--- src/rtl/assoc_cache.sv ---
// assoc_cache: set-associative, write-back / write-allocate cache controller.
// One request in flight. Lines move to and from memory as whole lines.
// Replacement uses the lowest invalid way first, then a per-set round-robin pointer.
// Optional build macro CACHE_STATS_EN adds saturating 32-bit hit_count / miss_count outputs.
module assoc_cache #(
  parameter int ADDRESS_WIDTH  = 32,
  parameter int WORD_WIDTH     = 32,
  parameter int WORDS_PER_LINE = 4,
  parameter int NUM_SETS       = 4,
  parameter int NUM_WAYS       = 2
) (
  input  logic                                 clk,
  input  logic                                 reset,
  input  logic                                 access,
  input  logic [ADDRESS_WIDTH-1:0]             address,
  input  logic                                 op,
  input  logic                                 byteOP,
  input  logic [WORD_WIDTH-1:0]                data_in,
  output logic                                 ready,
  output logic [WORD_WIDTH-1:0]                data_out,
  output logic                                 done,
  output logic                                 hit,
  output logic                                 miss,
  output logic                                 mem_req,
  output logic                                 mem_we,
  output logic [ADDRESS_WIDTH-1:0]             mem_addr,
  output logic [WORD_WIDTH*WORDS_PER_LINE-1:0] mem_wdata,
  input  logic [WORD_WIDTH*WORDS_PER_LINE-1:0] mem_rdata,
  input  logic                                 mem_ready
`ifdef CACHE_STATS_EN
  ,
  output logic [31:0]                          hit_count,
  output logic [31:0]                          miss_count
`endif
);

  localparam int BYTES_PER_WORD = WORD_WIDTH / 8;
  localparam int BOFF_BITS      = $clog2(BYTES_PER_WORD);
  localparam int WOFF_BITS      = $clog2(WORDS_PER_LINE);
  localparam int IDX_BITS       = $clog2(NUM_SETS);
  localparam int LINE_OFF_BITS  = BOFF_BITS + WOFF_BITS;
  localparam int TAG_LSB        = LINE_OFF_BITS + IDX_BITS;
  localparam int TAG_W          = ADDRESS_WIDTH - TAG_LSB;
  localparam int LINE_W         = WORD_WIDTH * WORDS_PER_LINE;

  // Field widths never collapse to zero; the masks keep degenerate fields at 0.
  localparam int BOFF_W = (BOFF_BITS > 0) ? BOFF_BITS : 1;
  localparam int WOFF_W = (WOFF_BITS > 0) ? WOFF_BITS : 1;
  localparam int IDX_W  = (IDX_BITS  > 0) ? IDX_BITS  : 1;
  localparam int WAY_W  = (NUM_WAYS  > 1) ? $clog2(NUM_WAYS) : 1;

  localparam logic [BOFF_W-1:0] BOFF_MASK = BOFF_W'(BYTES_PER_WORD - 1);
  localparam logic [WOFF_W-1:0] WOFF_MASK = WOFF_W'(WORDS_PER_LINE - 1);
  localparam logic [IDX_W-1:0]  IDX_MASK  = IDX_W'(NUM_SETS - 1);
  localparam logic [WAY_W-1:0]  WAY_MASK  = WAY_W'(NUM_WAYS - 1);

  typedef enum logic [2:0] {
    S_IDLE,
    S_LOOKUP,
    S_WRITEBACK,
    S_REFILL,
    S_RESPOND
  } state_t;

  state_t r_state;
  state_t w_next;

  // Registered request
  logic [ADDRESS_WIDTH-1:0] r_addr;
  logic                     r_op;
  logic                     r_byte;
  logic [WORD_WIDTH-1:0]    r_wdata;
  logic [WAY_W-1:0]         r_victim;

  // Per-set state
  logic [NUM_WAYS-1:0] r_valid [NUM_SETS];
  logic [NUM_WAYS-1:0] r_dirty [NUM_SETS];
  logic [WAY_W-1:0]    r_rr    [NUM_SETS];
  logic [TAG_W-1:0]    r_tag   [NUM_SETS][NUM_WAYS];
  logic [LINE_W-1:0]   r_data  [NUM_SETS][NUM_WAYS];

  // Decoded fields of the registered address
  logic [BOFF_W-1:0] w_boff;
  logic [WOFF_W-1:0] w_woff;
  logic [IDX_W-1:0]  w_idx;
  logic [TAG_W-1:0]  w_tag;

  assign w_boff = BOFF_W'(r_addr) & BOFF_MASK;
  assign w_woff = WOFF_W'(r_addr >> BOFF_BITS) & WOFF_MASK;
  assign w_idx  = IDX_W'(r_addr >> LINE_OFF_BITS) & IDX_MASK;
  assign w_tag  = TAG_W'(r_addr >> TAG_LSB);

  // Read the addressed word, or the addressed byte zero-extended.
  function automatic logic [WORD_WIDTH-1:0] f_read(
    input logic [LINE_W-1:0] line,
    input logic [WOFF_W-1:0] woff,
    input logic [BOFF_W-1:0] boff,
    input logic              is_byte
  );
    logic [WORD_WIDTH-1:0] word;
    logic [WORD_WIDTH-1:0] res;
    word = line[woff*WORD_WIDTH +: WORD_WIDTH];
    res  = '0;
    if (is_byte) res[7:0] = word[boff*8 +: 8];
    else         res      = word;
    return res;
  endfunction

  // Overlay write data on a line: the whole word, or only the addressed byte lane.
  function automatic logic [LINE_W-1:0] f_merge(
    input logic [LINE_W-1:0]     line,
    input logic [WOFF_W-1:0]     woff,
    input logic [BOFF_W-1:0]     boff,
    input logic                  is_byte,
    input logic [WORD_WIDTH-1:0] wdata
  );
    logic [LINE_W-1:0] res;
    res = line;
    for (int b = 0; b < WORDS_PER_LINE * BYTES_PER_WORD; b++) begin
      if ((b / BYTES_PER_WORD) == int'(woff) &&
          (!is_byte || (b % BYTES_PER_WORD) == int'(boff))) begin
        res[b*8 +: 8] = is_byte ? wdata[7:0] : wdata[(b % BYTES_PER_WORD)*8 +: 8];
      end
    end
    return res;
  endfunction

  // Line-aligned byte address built from a tag and set index.
  function automatic logic [ADDRESS_WIDTH-1:0] f_line_addr(
    input logic [TAG_W-1:0] tag,
    input logic [IDX_W-1:0] idx
  );
    return (ADDRESS_WIDTH'(tag) << TAG_LSB) | (ADDRESS_WIDTH'(idx) << LINE_OFF_BITS);
  endfunction

  // Tag match and lowest invalid way within the addressed set
  logic             w_hit_any;
  logic [WAY_W-1:0] w_hit_way;
  logic             w_inv_any;
  logic [WAY_W-1:0] w_inv_way;

  // Scan ways high to low so the lowest matching index is the one kept.
  // NOTE: every always_comb output gets a default first; a missed branch would otherwise infer a latch.
  always_comb begin
    w_hit_any = 1'b0;
    w_hit_way = '0;
    w_inv_any = 1'b0;
    w_inv_way = '0;
    for (int w = NUM_WAYS - 1; w >= 0; w--) begin
      if (r_valid[w_idx][w] && (r_tag[w_idx][w] == w_tag)) begin
        w_hit_any = 1'b1;
        w_hit_way = WAY_W'(w);
      end
      if (!r_valid[w_idx][w]) begin
        w_inv_any = 1'b1;
        w_inv_way = WAY_W'(w);
      end
    end
  end

  logic [WAY_W-1:0]      w_victim;
  logic                  w_victim_wb;
  logic [WAY_W-1:0]      w_rd_way;
  logic [WORD_WIDTH-1:0] w_rd_value;

  assign w_victim    = w_inv_any ? w_inv_way : r_rr[w_idx];
  assign w_victim_wb = r_valid[w_idx][w_victim] && r_dirty[w_idx][w_victim];
  // A hit reads its own way; a completed refill reads the way just installed.
  assign w_rd_way    = (r_state == S_LOOKUP) ? w_hit_way : r_victim;
  assign w_rd_value  = f_read(r_data[w_idx][w_rd_way], w_woff, w_boff, r_byte);

  // Next-state and output decode; every output idles at 0 except ready in IDLE.
  always_comb begin
    w_next    = r_state;
    ready     = 1'b0;
    done      = 1'b0;
    hit       = 1'b0;
    miss      = 1'b0;
    mem_req   = 1'b0;
    mem_we    = 1'b0;
    mem_addr  = '0;
    mem_wdata = '0;
    data_out  = '0;
    case (r_state)
      S_IDLE: begin
        ready = 1'b1;
        if (access) w_next = S_LOOKUP;
      end
      S_LOOKUP: begin
        if (w_hit_any) begin
          done     = 1'b1;
          hit      = 1'b1;
          data_out = w_rd_value;
          w_next   = S_IDLE;
        end else begin
          miss   = 1'b1;
          w_next = w_victim_wb ? S_WRITEBACK : S_REFILL;
        end
      end
      S_WRITEBACK: begin
        mem_req   = 1'b1;
        mem_we    = 1'b1;
        mem_addr  = f_line_addr(r_tag[w_idx][r_victim], w_idx);
        mem_wdata = r_data[w_idx][r_victim];
        if (mem_ready) w_next = S_REFILL;
      end
      S_REFILL: begin
        mem_req  = 1'b1;
        mem_addr = f_line_addr(w_tag, w_idx);
        if (mem_ready) w_next = S_RESPOND;
      end
      S_RESPOND: begin
        done     = 1'b1;
        data_out = w_rd_value;
        w_next   = S_IDLE;
      end
      default: w_next = S_IDLE;
    endcase
  end

  // FSM register, request capture, and valid/dirty/round-robin bookkeeping.
  // NOTE: sequential state uses non-blocking assignments so every flop samples pre-edge values.
  always_ff @(posedge clk) begin
    if (reset) begin
      r_state  <= S_IDLE;
      r_addr   <= '0;
      r_op     <= 1'b0;
      r_byte   <= 1'b0;
      r_wdata  <= '0;
      r_victim <= '0;
      for (int s = 0; s < NUM_SETS; s++) begin
        r_valid[s] <= '0;
        r_dirty[s] <= '0;
        r_rr[s]    <= '0;
      end
    end else begin
      r_state <= w_next;
      case (r_state)
        S_IDLE: begin
          if (access) begin
            r_addr  <= address;
            r_op    <= op;
            r_byte  <= byteOP;
            r_wdata <= data_in;
          end
        end
        S_LOOKUP: begin
          if (w_hit_any) begin
            if (!r_op) r_dirty[w_idx][w_hit_way] <= 1'b1;
          end else begin
            r_victim <= w_victim;
          end
        end
        S_REFILL: begin
          if (mem_ready) begin
            r_valid[w_idx][r_victim] <= 1'b1;
            // A write miss merges its data during install, so the line starts dirty.
            r_dirty[w_idx][r_victim] <= ~r_op;
            if (r_valid[w_idx][r_victim]) begin
              r_rr[w_idx] <= (r_rr[w_idx] + WAY_W'(1)) & WAY_MASK;
            end
          end
        end
        default: ;
      endcase
    end
  end

  // Line data and tags; meaningful only behind a valid bit.
  // NOTE: the data and tag arrays have no reset; clearing the valid bits is enough to hide stale contents.
  always_ff @(posedge clk) begin
    if (r_state == S_LOOKUP && w_hit_any && !r_op) begin
      r_data[w_idx][w_hit_way] <= f_merge(r_data[w_idx][w_hit_way], w_woff, w_boff, r_byte, r_wdata);
    end
    if (r_state == S_REFILL && mem_ready) begin
      r_tag[w_idx][r_victim]  <= w_tag;
      r_data[w_idx][r_victim] <= r_op ? mem_rdata
                                      : f_merge(mem_rdata, w_woff, w_boff, r_byte, r_wdata);
    end
  end

`ifdef CACHE_STATS_EN
  logic [31:0] r_hit_count;
  logic [31:0] r_miss_count;

  // Saturating event counters for hit and miss pulses.
  always_ff @(posedge clk) begin
    if (reset) begin
      r_hit_count  <= '0;
      r_miss_count <= '0;
    end else begin
      if (hit && (r_hit_count != 32'hFFFF_FFFF))   r_hit_count  <= r_hit_count + 32'd1;
      if (miss && (r_miss_count != 32'hFFFF_FFFF)) r_miss_count <= r_miss_count + 32'd1;
    end
  end

  assign hit_count  = r_hit_count;
  assign miss_count = r_miss_count;
`else
  // Statistics counters are not built in this configuration.
`endif

endmodule

--- config.mk ---
export PLATFORM = sky130hd
export DESIGN_NAME = assoc_cache
export DESIGN_NICKNAME = d
export VERILOG_FILES = /design/src/rtl/assoc_cache.sv
export SDC_FILE = /design/constraint.sdc
export NUM_CORES = 2
export LEC_CHECK = 0
export BUFFER_PORTS_ARGS = -buffer_cell sky130_fd_sc_hd__buf_2
export CAP_MARGIN = 40
export CORE_MARGIN = 3
export CORE_UTILIZATION = 60
export DETAILED_ROUTE_END_ITERATION = 6
export HOLD_SLACK_MARGIN = 0.1
export PLACE_DENSITY = 0.79
export SKIP_CTS_REPAIR_TIMING = 1
export SYNTH_ARGS = -nofsm -noshare
export SYNTH_HDL_FRONTEND = slang
export SYNTH_SLANG_ARGS = --single-unit
export TNS_END_PERCENT = 20
--- constraint.sdc ---
create_clock -name clk -period 13.4 [get_ports clk]
set_input_delay 4.02 -clock clk [delete_from_list [all_inputs] [get_ports clk]]
set_output_delay 4.02 -clock clk [all_outputs]
set_load 0.02 [all_outputs]
==> metrics.yaml <==
post-route-period-util: 0.8179
p_per_area_nw_per_um2: 141.4
path_buf_inv: 4
yosysMostFrequentCell: "edfxtp_1"
path_clk_slew_ps: 60
wl_per_cell_um: 31.42
final.setup.tns_ps: 0
yosys_warnings: 0
swShare: 0.2543
setup_viol: 0
cp_max_fo: 105
slowest_delay_ps: 870
synth.area.top_cells: "edfxtp_1 (61%), mux4_2 (13%), mux2i_1 (7.8%)"
synthTopCellsByCount: "edfxtp_1 (1,252), mux2i_1 (475), nand2_1 (443), mux4_2 (346), nor2_1 (280)"
hold_path_class: "reg -> reg"
crit_type: "reg -> out"
die_h_um: 325.3
synth_top_cell_area_share: 0.6147
cts_buffer_depth: 3
grt_max_degree: 143
max_slew_margin: 0.2817
cts_tree: "done"
worst_slew_pin_slew_ps: 1077
synth_area_per_cell_um2: 15.54
ys_types: 58
min_period_ps: 10960
run_status: "complete, but fails checks"
startpoint_type: "flip-flop"
rr_worst_depth: 12
async_reset_ff_frac: 0
drive_gt1_frac: 0.2927
fin_skew_ps: 25.20
gr-total-overflow: 0
dp.cells: 5528
grt_pass1_wl_um: 263800
finalHoldViolCount: 0
dpl.hpwl_um: 113000
chipWidth_um: 325.3
core-area_um2: 100600
whs_path_depth: 2
peakVddDrop_mv: 0.1399
syn_area_um2: 61160
synth-seq-cells: 1324
gr-usage-all-layers: 0.3425
cp.required_ps: 9380
num-nets-final: 4508
ios: 396
initial_core_util: 0.6080
p_int_mw: 7.325
drtIter0Drc: 5815
vias: 39180
synth_top_cell_by_area: "edfxtp_1"
numCtsBuffers: 135
area_growth_pct: 13.62
fin_area_um2: 69490
clkPwrFrac: 0.383
leakage_nw: 24.87
netlist_instances: 3935
p_switching_mw: 2.498
violations: "design-rule violations"
power.total_mw: 9.823
synth_ff_type: "edfxtp_1"
firstDrtPassIters: 7
viasPerCell: 6.777
gp_congestion: 0.8785
max_cap_viol_count: 0
fmax_mhz: 91.24
sequentialPowerShare: 0.482
cts-root-buf: "clkbuf_16"
rows: 116
synth_edf_count: 1252
routed_wl_um: 181600
detail-route-antenna-nets: 0
slowest_stage: "a221oi_1"
final_max_slew_viol_count: 0
cts.sinks: 1324
worst-endpoint-arrival_ps: 6940
critPathTopFamily: "buffers and inverters"
crit_cells: 12
cts-htree-levels: 4
placedInstanceArea_um2: 65070
dieArea_um2: 105800
crit_path_cell_trace: "buf_12 -> buf_4 -> mux4_2 -> o21ai_0 -> or4_1 -> nor4_4 -> o21ai_4 -> buf_12 -> mux2i_1 -> nand4_1 -> a221oi_1 -> buf_2"
cpMostUsedCell: "buf_12"
n_fill_cell: 6536
rsz0062_at_grt: "false"
drc_errors: 1
grt_pass1_vias: 38441
io_buffers: 391
clock_latency_ps: 750
ys_seq_area_frac: 0.6383
antenna_found_initial: 9
endpoint_kind: "output port"
final_cells: 5781
pwr-share-comb: 0.135
worst register-to-register path, delay by kind of cell, from the launching register on:
family | cells | cell delay [ps]
buffers and inverters | 4 | 2780
AND/OR/NAND/NOR | 5 | 1430
flip-flops | 1 | 770
multiplexers | 1 | 670
AO/OA/AOI/OAI | 1 | 430
XOR/XNOR | 1 | 160
layout by cell type, fill, tap and decap left out, types with 7 or more instances in the layout:
master,instances
inv_1,13
a21oi_1,107
mux4_1,12
nand4_1,15
nor2_2,8
inv_6,12
xnor2_1,28
nor3_1,28
buf_2,390
buf_4,98
mux2_2,165
clkbuf_16,140
nand2_1,441
nor3_2,11
xor2_1,15
o21ai_0,270
mux4_2,346
buf_12,14
nor2_1,263
clkbuf_1,33
edfxtp_1,1252
mux2i_1,474
clkinv_2,17
or2_2,19
nor2_4,9
bufinv_16,12
nand2b_1,12
and2_1,8
dfxtp_1,64
a221oi_1,9
buf_6,7
clkinv_1,20
nand3_1,10
worst paths after layout:
kind                                          startpoint                       end  slack [ps]
worst max-delay path                           flip-flop               data_out[7]        2440
worst min-delay path            r_wdata[31]$_SDFFE_PP0P_  r_wdata[31]$_SDFFE_PP0P_         460
worst max register to register                 flip-flop  r_data[1][114]$_DFFE_PP_        6750
worst min register to register  r_wdata[31]$_SDFFE_PP0P_  r_wdata[31]$_SDFFE_PP0P_         460
kinds of logic (layout without fill, tap and decap cells):
| group | Yosys count | in the layout | synth area share |
|---|---|---|---|
| flops | 1324 | 1324 | 0.6383 |
| mux | 998 | 998 | 0.2407 |
| simple gates | 844 | 844 | 0.05612 |
| compound gates | 429 | 429 | 0.03791 |
| buf+inv | 296 | 779 | 0.02074 |
| xor+xnor | 43 | 43 | 0.006158 |
| other cells | 1 | 7 | 0.00006132 |
power by group through the flow:
stage / combinational, mW / sequential, mW / clock [mW]
6_report: 1.32 / 4.74 / 3.76
5_1_grt: 1.41 / 4.74 / 3.95
4_1_cts: 1.30 / 4.73 / 3.78
3_5_place_dp: 1.29 / 4.82 / 0
3_3_place_gp: 1.24 / 4.82 / 0
2_1_floorplan: 0.856 / 4.78 / 0
metrics by stage:
step / setup slack (ps) / hold WS [ps] / util
after CTS: 2489 / 459.4 / 0.6907
after global routing: 2135 / 479.9 / 0.6908
after global placement: 3412 / 442.8 / 0.6424
after detailed placement: 3289 / 451.3 / 0.6470
final: 2440 / 459.0 / 0.6909
after floorplan: 2320 / 435.7 / -
layout make-up:
type | instances | area (um^2) | area share
Sequential cell | 1324 | 39060 | 0.5621
Multi-Input combinational cell | 2318 | 21060 | 0.3031
Clock buffer | 177 | 3682 | 0.05299
Timing Repair Buffer | 515 | 3199 | 0.04604
Tap cell | 1357 | 1698 | 0.02443
Clock inverter | 71 | 713.2 | 0.01026
Inverter | 16 | 70.07 | 0.001008
Antenna cell | 3 | 7.507 | 0.0001080
sequential cells by signal, indices dropped and copies added, names as in the netlist, named ones only:
register / cells
r_rr: 4
r_state: 3
r_valid: 8
r_addr: 32
r_dirty: 8
r_wdata: 32
r_data: 1024
r_op: 1
r_tag: 208
r_victim: 1
r_byte: 1
metal layers:
layer,vias up,part of all wire,track usage
met5,-,0.00042,0
met4,12,0.052,0.1616
met3,479,0.13,0.09829
met2,3034,0.45,0.5125
met1,19558,0.36,0.4699
li1,16097,-,-
Note: power is estimated with default switching activity, not from simulation.
